<file path="src/rtl/booth_pkg.sv">
// Shared types and helpers for the radix-4 Booth sequential multiplier.
// BOOTH_MULT_SIGNED_EN selects two's-complement operands (default: unsigned).
package booth_pkg;

    typedef enum logic [2:0] {ZERO, POS1, POS2, NEG1, NEG2} digit_e;

    typedef enum logic [1:0] {IDLE, BUSY, DONE} state_e;

    // Unsigned operands need one extra digit to cover the zero-extended top bits.
    function automatic int booth_ndig(input int width);
`ifdef BOOTH_MULT_SIGNED_EN
        return width / 2;
`else
        return width / 2 + 1;
`endif
    endfunction

    function automatic digit_e booth_decode(input logic [2:0] win);
        case (win)
            3'b001, 3'b010: return POS1;
            3'b011:         return POS2;
            3'b100:         return NEG2;
            3'b101, 3'b110: return NEG1;
            default:        return ZERO;
        endcase
    endfunction

endpackage

</file>
<file path="src/rtl/booth_pp_gen.sv">
// Combinational radix-4 Booth partial product from a 3-bit window and M.
// BOOTH_MULT_SIGNED_EN selects sign- vs zero-extension of M.
module booth_pp_gen
    import booth_pkg::*;
#(
    parameter int WIDTH = 8
) (
    input  logic [2:0]         win,
    input  logic [WIDTH-1:0]   m,
    output logic [2*WIDTH-1:0] pp
);

    logic [2*WIDTH-1:0] m_ext;

    always_comb begin
`ifdef BOOTH_MULT_SIGNED_EN
        m_ext = {{WIDTH{m[WIDTH-1]}}, m};
`else
        m_ext = {{WIDTH{1'b0}}, m};
`endif
        pp = '0;
        case (booth_decode(win))
            POS1:    pp = m_ext;
            POS2:    pp = m_ext << 1;
            NEG1:    pp = ~m_ext + 1'b1;
            NEG2:    pp = ~(m_ext << 1) + 1'b1;
            default: pp = '0;
        endcase
    end

endmodule

</file>
<file path="src/rtl/booth_seq_mult.sv">
// Radix-4 Booth sequential multiplier, one digit per cycle, done pulse after NDIG busy cycles.
// BOOTH_MULT_SIGNED_EN selects signed operands; default build is unsigned.
module booth_seq_mult
    import booth_pkg::*;
#(
    parameter int WIDTH = 8
) (
    input  logic               clk,
    input  logic               rst_n,
    input  logic               start,
    input  logic [WIDTH-1:0]   multiplicand,
    input  logic [WIDTH-1:0]   multiplier,
    output logic               busy,
    output logic               done,
    output logic [2*WIDTH-1:0] product
);

    localparam int NDIG = booth_ndig(WIDTH);
    localparam int CW   = $clog2(NDIG + 1);
    localparam int PW   = 2 * WIDTH;

    state_e           state_q, state_d;
    logic [WIDTH-1:0] m_q, m_d;
    // {ext[1:0], Q, Q[-1]}; bits [2:0] are always the current digit window
    logic [WIDTH+2:0] q_q, q_d;
    logic [PW-1:0]    acc_q, acc_d;
    logic [PW-1:0]    prod_q, prod_d;
    logic [CW-1:0]    cnt_q, cnt_d;
    logic [PW-1:0]    pp;
    logic [PW-1:0]    acc_sum;
    logic [1:0]       q_ext;

    booth_pp_gen #(.WIDTH(WIDTH)) u_pp_gen (
        .win (q_q[2:0]),
        .m   (m_q),
        .pp  (pp)
    );

`ifdef BOOTH_MULT_SIGNED_EN
    assign q_ext = {2{multiplier[WIDTH-1]}};
`else
    assign q_ext = 2'b00;
`endif

    assign acc_sum = acc_q + (pp << {cnt_q, 1'b0});

    always_comb begin
        state_d = state_q;
        m_d     = m_q;
        q_d     = q_q;
        acc_d   = acc_q;
        cnt_d   = cnt_q;
        prod_d  = prod_q;
        case (state_q)
            BUSY: begin
                acc_d = acc_sum;
                q_d   = {{2{q_q[WIDTH+2]}}, q_q[WIDTH+2:2]};
                if (cnt_q == CW'(NDIG - 1)) begin
                    prod_d  = acc_sum;
                    state_d = DONE;
                end else begin
                    cnt_d = cnt_q + 1'b1;
                end
            end
            default: begin
                state_d = IDLE;
                if (start) begin
                    state_d = BUSY;
                    m_d     = multiplicand;
                    q_d     = {q_ext, multiplier, 1'b0};
                    acc_d   = '0;
                    cnt_d   = '0;
                end
            end
        endcase
    end

    always_ff @(posedge clk or negedge rst_n) begin
        if (!rst_n) begin
            state_q <= IDLE;
            m_q     <= '0;
            q_q     <= '0;
            acc_q   <= '0;
            cnt_q   <= '0;
            prod_q  <= '0;
        end else begin
            state_q <= state_d;
            m_q     <= m_d;
            q_q     <= q_d;
            acc_q   <= acc_d;
            cnt_q   <= cnt_d;
            prod_q  <= prod_d;
        end
    end

    assign busy    = (state_q == BUSY);
    assign done    = (state_q == DONE);
    assign product = prod_q;

endmodule

</file>
<file path="config.mk">
export PLATFORM = sky130hd
export DESIGN_NAME = booth_seq_mult
export DESIGN_NICKNAME = d
export VERILOG_FILES = /design/src/rtl/booth_pkg.sv /design/src/rtl/booth_pp_gen.sv /design/src/rtl/booth_seq_mult.sv
export SDC_FILE = /design/constraint.sdc
export NUM_CORES = 1
export LEC_CHECK = 0
export ABC_CLOCK_PERIOD_IN_PS = 5900
export CAP_MARGIN = 15
export CORE_ASPECT_RATIO = 0.8
export CORE_UTILIZATION = 62
export CTS_CLUSTER_SIZE = 30
export DETAILED_ROUTE_END_ITERATION = 6
export PLACE_DENSITY = 0.95
export SLEW_MARGIN = 20
export SYNTH_ARGS = -nofsm -noshare
export SYNTH_HDL_FRONTEND = slang
export SYNTH_SLANG_ARGS = --single-unit
</file>
<file path="constraint.sdc">
create_clock -name clk -period 5.9 [get_ports clk]
set_input_delay 0.59 -clock clk [delete_from_list [all_inputs] [get_ports clk]]
set_output_delay 0.59 -clock clk [all_outputs]
set_load 0.05 [all_outputs]
</file>
==> flow_metrics.py, run 1 <==
metrics = {
    "route": {
        "drtIter0Drc": 356,
        "viasPerCell": 6.44,
        "drc": 0,
        "first_pass_iters": 6,
        "wl_per_cell_um": 17.5,
        "vias": 3324,
        "ant_nets": 0,
        "wirelength_um": 9030,
    },
    "clocking": {
        "clk_pin_slew_ps": 100,
        "cts_tree": "yes",
        "cts_resized": 0,
        "clk_latency_ps": 310,
        "hold_buffers": 0,
        "cts_buffers": 5,
        "clock-sinks": 54,
        "h-tree-depth": 2,
        "post-cts-setup-buffer-count": 0,
        "cts_buffer_depth": 2,
        "cts-root-buf": "clkbuf_8",
    },
    "floorplan": {
        "die_area_sq_mm": 0.00631,
        "die_h_um": 71.2,
        "row_count": 24,
        "core_sq_mm": 0.00562,
        "die_w_um": 88.6,
        "start_util_pct": 66.2,
        "ioPinCount": 37,
    },
    "setup_path": {
        "cp-end-kind": "flop",
        "critPathArrivalTime_ps": 4830,
        "worst-r2r-cell-count": 15,
        "crit_fanout": 19,
        "critical_path_class": "reg -> reg",
        "cp-endpoint": "product[15]$_DFFE_PN0P_",
        "crit_path_start_kind": "flop",
        "crit_path_start": "q_q[2]$_DFFE_PN0P_",
        "rrSetupSlack_ps": 1320,
        "r2r-end": "product[15]$_DFFE_PN0P_",
        "cp.required_ps": 6150,
        "timing.rr.start": "q_q[2]$_DFFE_PN0P_",
    },
    "logic_synthesis": {
        "async_reset_ff_share_pct": 100,
        "synth_nets": 457,
        "netlist_area_sq_mm": 0.00372,
        "yosys_warnings": 0,
        "yosys-top-cells-area": "dfrtp_1 36%, ha_1 6.4%, o21ai_0 5.5%, nand2_1 5.3%, mux2i_1 4.3%",
        "synth_top_family_by_area": "compound AO/OA/AOI/OAI gates",
        "ys_seq_elements": 54,
        "yosysTopAreaCellShare_pct": 36.4,
        "synthXorXnorAreaFrac_pct": 4.71,
        "ys_seq_area_share_pct": 36.4,
        "synth_ff_type": "dfrtp_1",
        "synth_compound_area_share_pct": 20.5,
        "avgSynthCellArea_sq_um": 8.89,
        "synth_edf_count": 0,
        "yosysTopAreaCell": "dfrtp_1",
        "yosysUniqueCellTypes": 54,
        "syn_inst": 418,
        "synthAdderAreaFrac_pct": 6.94,
        "synth.area.mux_share_pct": 9.16,
        "synthSimpleGateAreaFrac_pct": 18.2,
    },
    "grt": {
        "antenna_found_initial": 0,
        "grt_overflow": 0,
        "track_usage_pct": 30.5,
        "grt_pass1_wl_um": 15000,
        "grt_start_max_net_pins": 55,
        "grt_pass1_vias": 3175,
    },
    "job": {
        "maxCapViolCount": 0,
    },
    "final_layout": {
        "n_antenna_cell": 0,
        "nets": 476,
        "n_fill_cell": 416,
        "syn_to_final_growth_pct": 12.5,
        "drive_above_1_share_pct": 7.31,
        "final_util_pct": 74.4,
        "multiInputGateArea_sq_mm": 0.00222,
        "seq_area_sq_mm": 0.00135,
    },
    "sta": {
        "finalSetupViolCount": 0,
        "period_share_pct": 77.7,
        "skew_ps": 5.76,
        "worst_slew_pin_slew_ps": 1070,
        "fmax_mhz": 218,
        "fin_crit_ps": 4580,
        "slew_viol_final": 0,
        "finalHoldViolations": 0,
        "hold_ws_ps": 390,
        "max_slew_margin_pct": 28.6,
        "tns_ps": 0,
        "rsz0062_at_grt": "false",
    },
    "placement": {
        "port_buffers": 36,
        "place_hpwl_um": 6440,
        "gp_congestion": 0.993,
    },
    "run_status": {
        "status": "complete, no violations",
    },
    "worst_hold_path": {
        "hp-class": "in -> async",
    },
}
## placed cells by master (no fill, tap or decap), drive strengths merged, types with 5 or more instances in the layout
cell	instances
ha	19
a21o	7
nand2b	5
or3	6
o22ai	5
nor2	19
o21ai	53
dfrtp	54
inv	12
nand3	9
nand2	52
xor2	11
a211oi	6
a31oi	7
mux2i	18
a21oi	15
nor3	10
clkbuf	6
xnor2	9
nand3b	18
mux2	12
clkdlybuf4s50	35
## registers in the layout (all words and copies together) (netlist names)
| signal | flops |
|---|---|
| product | 16 |
| cnt_q | 3 |
| state_q | 2 |
| m_q | 8 |
| q_q | 9 |
| acc_q | 16 |
## stage by stage
| stage | setup WS, ps | instances | area [sq um] |
|---|---|---|---|
| 2_1_floorplan | 2190 | 418 | 3720 |
| 3_3_place_gp | 1670 | 508 | 4080 |
| 3_5_place_dp | 1500 | 508 | 4080 |
| 4_1_cts | 1440 | 516 | 4170 |
| 5_1_grt | 957 | 516 | 4180 |
| 6_report | 1320 | 516 | 4180 |
## cells in the mapped netlist, types with 4 or more instances
cell      count
mux2i_1      16
o21ai_1      12
nand3_1       9
a211oi_1      6
nor3_1       10
xor2_1       11
a21o_1        7
nor2b_1       4
nand3b_1     18
a21oi_1      15
dfrtp_1      54
buf_1         4
xnor2_1       9
nor2_1       19
a22oi_1       4
a31oi_1       7
ha_1         19
inv_1         9
o21ai_0      41
clkbuf_1     18
nand2b_1      5
mux2_2       12
nand2_1      52
o22ai_1       5
or3_1         6
## final cells by class
cell class,count,share of cell area [%]
inverter,12,1.08
tap,78,2.34
multi-input combinational,326,53.0
timing repair buffer,38,8.86
sequential,54,32.3
clock buffer,6,1.98
clock inverter,2,0.389
## metal layers
layer | global-route usage [%] | routed length, um | share of wire [%] | vias up
li1 | - | - | - | 1549
met1 | 42.9 | 3960 | 44 | 1588
met2 | 48.9 | 4270 | 47 | 173
met3 | 6.91 | 731 | 8.1 | 14
met4 | 5.91 | 76 | 0.84 | 0
met5 | 0 | 0 | 0 | -
## cells by family after synthesis
| logic type | after synthesis |
|---|---|
| AOI/OAI and AO/OA | 121 |
| and+or+nand+nor | 135 |
| buffers and inverters | 38 |
| xor gates and xnor gates | 20 |
| muxes | 30 |
| DFF | 54 |
| adders and majority gates | 20 |
## how the worst min path moves through the flow
stage          cells after the start  slack [ps]                 endpoint
6_report                           2         390       q_q[8]$_DFFE_PN0P_
5_1_grt                            2         450       q_q[6]$_DFFE_PN0P_
4_1_cts                            2         430       q_q[6]$_DFFE_PN0P_
3_5_place_dp                       2         470  product[10]$_DFFE_PN0P_
3_3_place_gp                       2         460       q_q[3]$_DFFE_PN0P_
2_1_floorplan                      0         290     acc_q[0]$_DFFE_PN0P_
## worst max-delay path, stage by stage (launching register included)
cell and delay (ps):
dfrtp_1 750, inv_2 210, nor2_1 300, a22oi_1 140
o22ai_1 440, nand2_1 100, nor3_1 320, ha_1 330
a211oi_1 300, o21ai_1 140, a31oi_1 310, o21ai_1 160
a31oi_1 460, xor2_1 140, or3_1 320, nand3_1 90
Power of run 1 is not shown: default switching activity piles up to over one toggle a cycle in this logic, so the estimate is an artifact.
==> inputs of run 2 (changes only) <==
Settings changed: ABC_CLOCK_PERIOD_IN_PS 5900 to 4800, CORE_UTILIZATION 62 to 58, PLACE_DENSITY 0.95 to 0.91.
Clock period 5.9 ns to 4.8 ns, I/O delays scaled along.
==> run 2 against run 1 <==
Global-route usage down 2.5 points. Worst hold slack got worse by 110 ps. Routed wire length decreased by 3.4%. Via count up 0.72%. Critical endpoint unchanged. Critical path depth increased by 3. Highest routed layer unchanged. Critical path type unchanged. Final area is 1.2% higher.
==> flow_metrics.py, run 2 (synthesis results as in run 1) <==
metrics = {
    "clocking": {
        "clock-sinks": 54,
        "cts_tree": "yes",
        "cts_buffers": 5,
        "h-tree-depth": 2,
        "clk_pin_slew_ps": 100,
        "hold_buffers": 0,
        "cts_buffer_depth": 2,
        "cts-root-buf": "clkbuf_8",
        "cts_resized": 0,
        "clk_latency_ps": 310,
        "post-cts-setup-buffer-count": 0,
    },
    "job": {
        "maxCapViolCount": 0,
    },
    "setup_path": {
        "critPathArrivalTime_ps": 4640,
        "critical_path_class": "reg -> reg",
        "crit_fanout": 6,
        "crit_path_start_kind": "flop",
        "cp-end-kind": "flop",
        "cp.required_ps": 5050,
    },
    "final_layout": {
        "drive_above_1_share_pct": 7.92,
        "n_fill_cell": 451,
        "final_cell_mix": "54 x dfrtp_1, 52 x nand2_1, 41 x o21ai_0, 35 x clkdlybuf4s50_1",
        "n_antenna_cell": 0,
        "nets": 480,
        "final_util_pct": 70.1,
        "finish.instance_area_sq_mm": 0.00423,
        "syn_to_final_growth_pct": 13.8,
        "layout_commonest_cell": "dfrtp_1",
        "multiInputGateArea_sq_mm": 0.00221,
        "seq_area_sq_mm": 0.00135,
    },
    "route": {
        "ant_nets": 0,
        "vias": 3348,
        "first_pass_iters": 5,
        "drc": 0,
        "viasPerCell": 6.40,
        "wirelength_um": 8730,
        "wl_per_cell_um": 16.7,
        "drtIter0Drc": 405,
    },
    "sta": {
        "finalSetupViolCount": 0,
        "worst_slew_pin_slew_ps": 876,
        "fin_crit_ps": 4400,
        "slew_viol_final": 0,
        "max_slew_margin_pct": 41.6,
        "skew_ps": 9.64,
        "rsz0062_at_grt": "false",
        "finalHoldViolations": 0,
        "tns_ps": 0,
        "period_share_pct": 91.6,
        "hold_ws_ps": 278,
        "fmax_mhz": 227,
    },
    "floorplan": {
        "die_area_sq_mm": 0.00673,
        "die_w_um": 91.5,
        "core_sq_mm": 0.00604,
        "start_util_pct": 61.6,
        "row_count": 25,
        "ioPinCount": 37,
        "die_h_um": 73.6,
    },
    "placement": {
        "dpl_cell_area_sq_mm": 0.00411,
        "gp_congestion": 0.990,
        "place_hpwl_um": 6100,
        "port_buffers": 36,
    },
    "grt": {
        "grt_overflow": 0,
        "grt_pass1_wl_um": 15000,
        "grt_start_max_net_pins": 55,
        "grt_pass1_vias": 3149,
        "antenna_found_initial": 0,
        "track_usage_pct": 28.1,
    },
    "worst_hold_path": {
        "hp-class": "in -> async",
    },
    "run_status": {
        "status": "complete, no violations",
    },
}
==> run 2: cell count changes in the layout (fill, tap and decap cells not counted) <==
cell	before	now
buf_4	2	6
bufinv_16	0	1
clkinvlp_4	1	0
nand3_1	8	9
nand3_2	1	0
==> run 2: per-stage QoR <==
step / instances / setup WS, ps
after global placement: 515 / 642
after global routing: 523 / 129
after CTS: 523 / 527
after detailed placement: 515 / 564
final: 523 / 404
after floorplan: 418 / 1090
==> run 2: final cells by class <==
type / count / share of cell area [%]
clock buffer: 6 / 1.95
clock inverter: 2 / 0.917
inverter: 12 / 1.06
multi-input combinational: 326 / 52.3
sequential: 54 / 31.9
tap: 81 / 2.40
timing repair buffer: 42 / 9.46
==> run 2: metal layers <==
metal  GRT usage (%)  routed length [um]  up-vias
li1                -                   -     1563
met5               0                   0        -
met1            38.4                3830     1582
met4            9.17                 195        0
met2            45.2                4040      180
met3            5.49                 660       23
==> run 2: path summary, 6_finish.rpt <==
path,startpoint,end,slack [ps],cells past startpoint
setup / recovery,m_q[0]$_DFFE_PN0P_,product[15]$_DFFE_PN0P_,400,18
hold / removal,rst_n,product[9]$_DFFE_PN0P_,280,2
hold reg to reg,product[12]$_DFFE_PN0P_,product[12]$_DFFE_PN0P_,480,2
setup reg to reg,m_q[0]$_DFFE_PN0P_,product[15]$_DFFE_PN0P_,400,18
min in group clk,product[12]$_DFFE_PN0P_,product[12]$_DFFE_PN0P_,480,2
max in group asynchronous,rst_n,product[15]$_DFFE_PN0P_,4070,2
==> run 2: worst max-delay path: stages, from the launching register on <==
cell and delay (ps):
dfrtp_1 440, inv_1 90, ha_1 260, or4b_4 520, nand4_1 110, o221ai_1 200
mux2i_1 250, nor2_1 60, a31oi_1 240, nor2_1 100, ha_1 380, o21ai_0 100
nand2b_1 70, a31oi_1 370, o21ai_1 190, a31oi_1 410, xor2_1 140, or3_1 320
nand3_1 80
Power of run 2 is left out for the same reason.
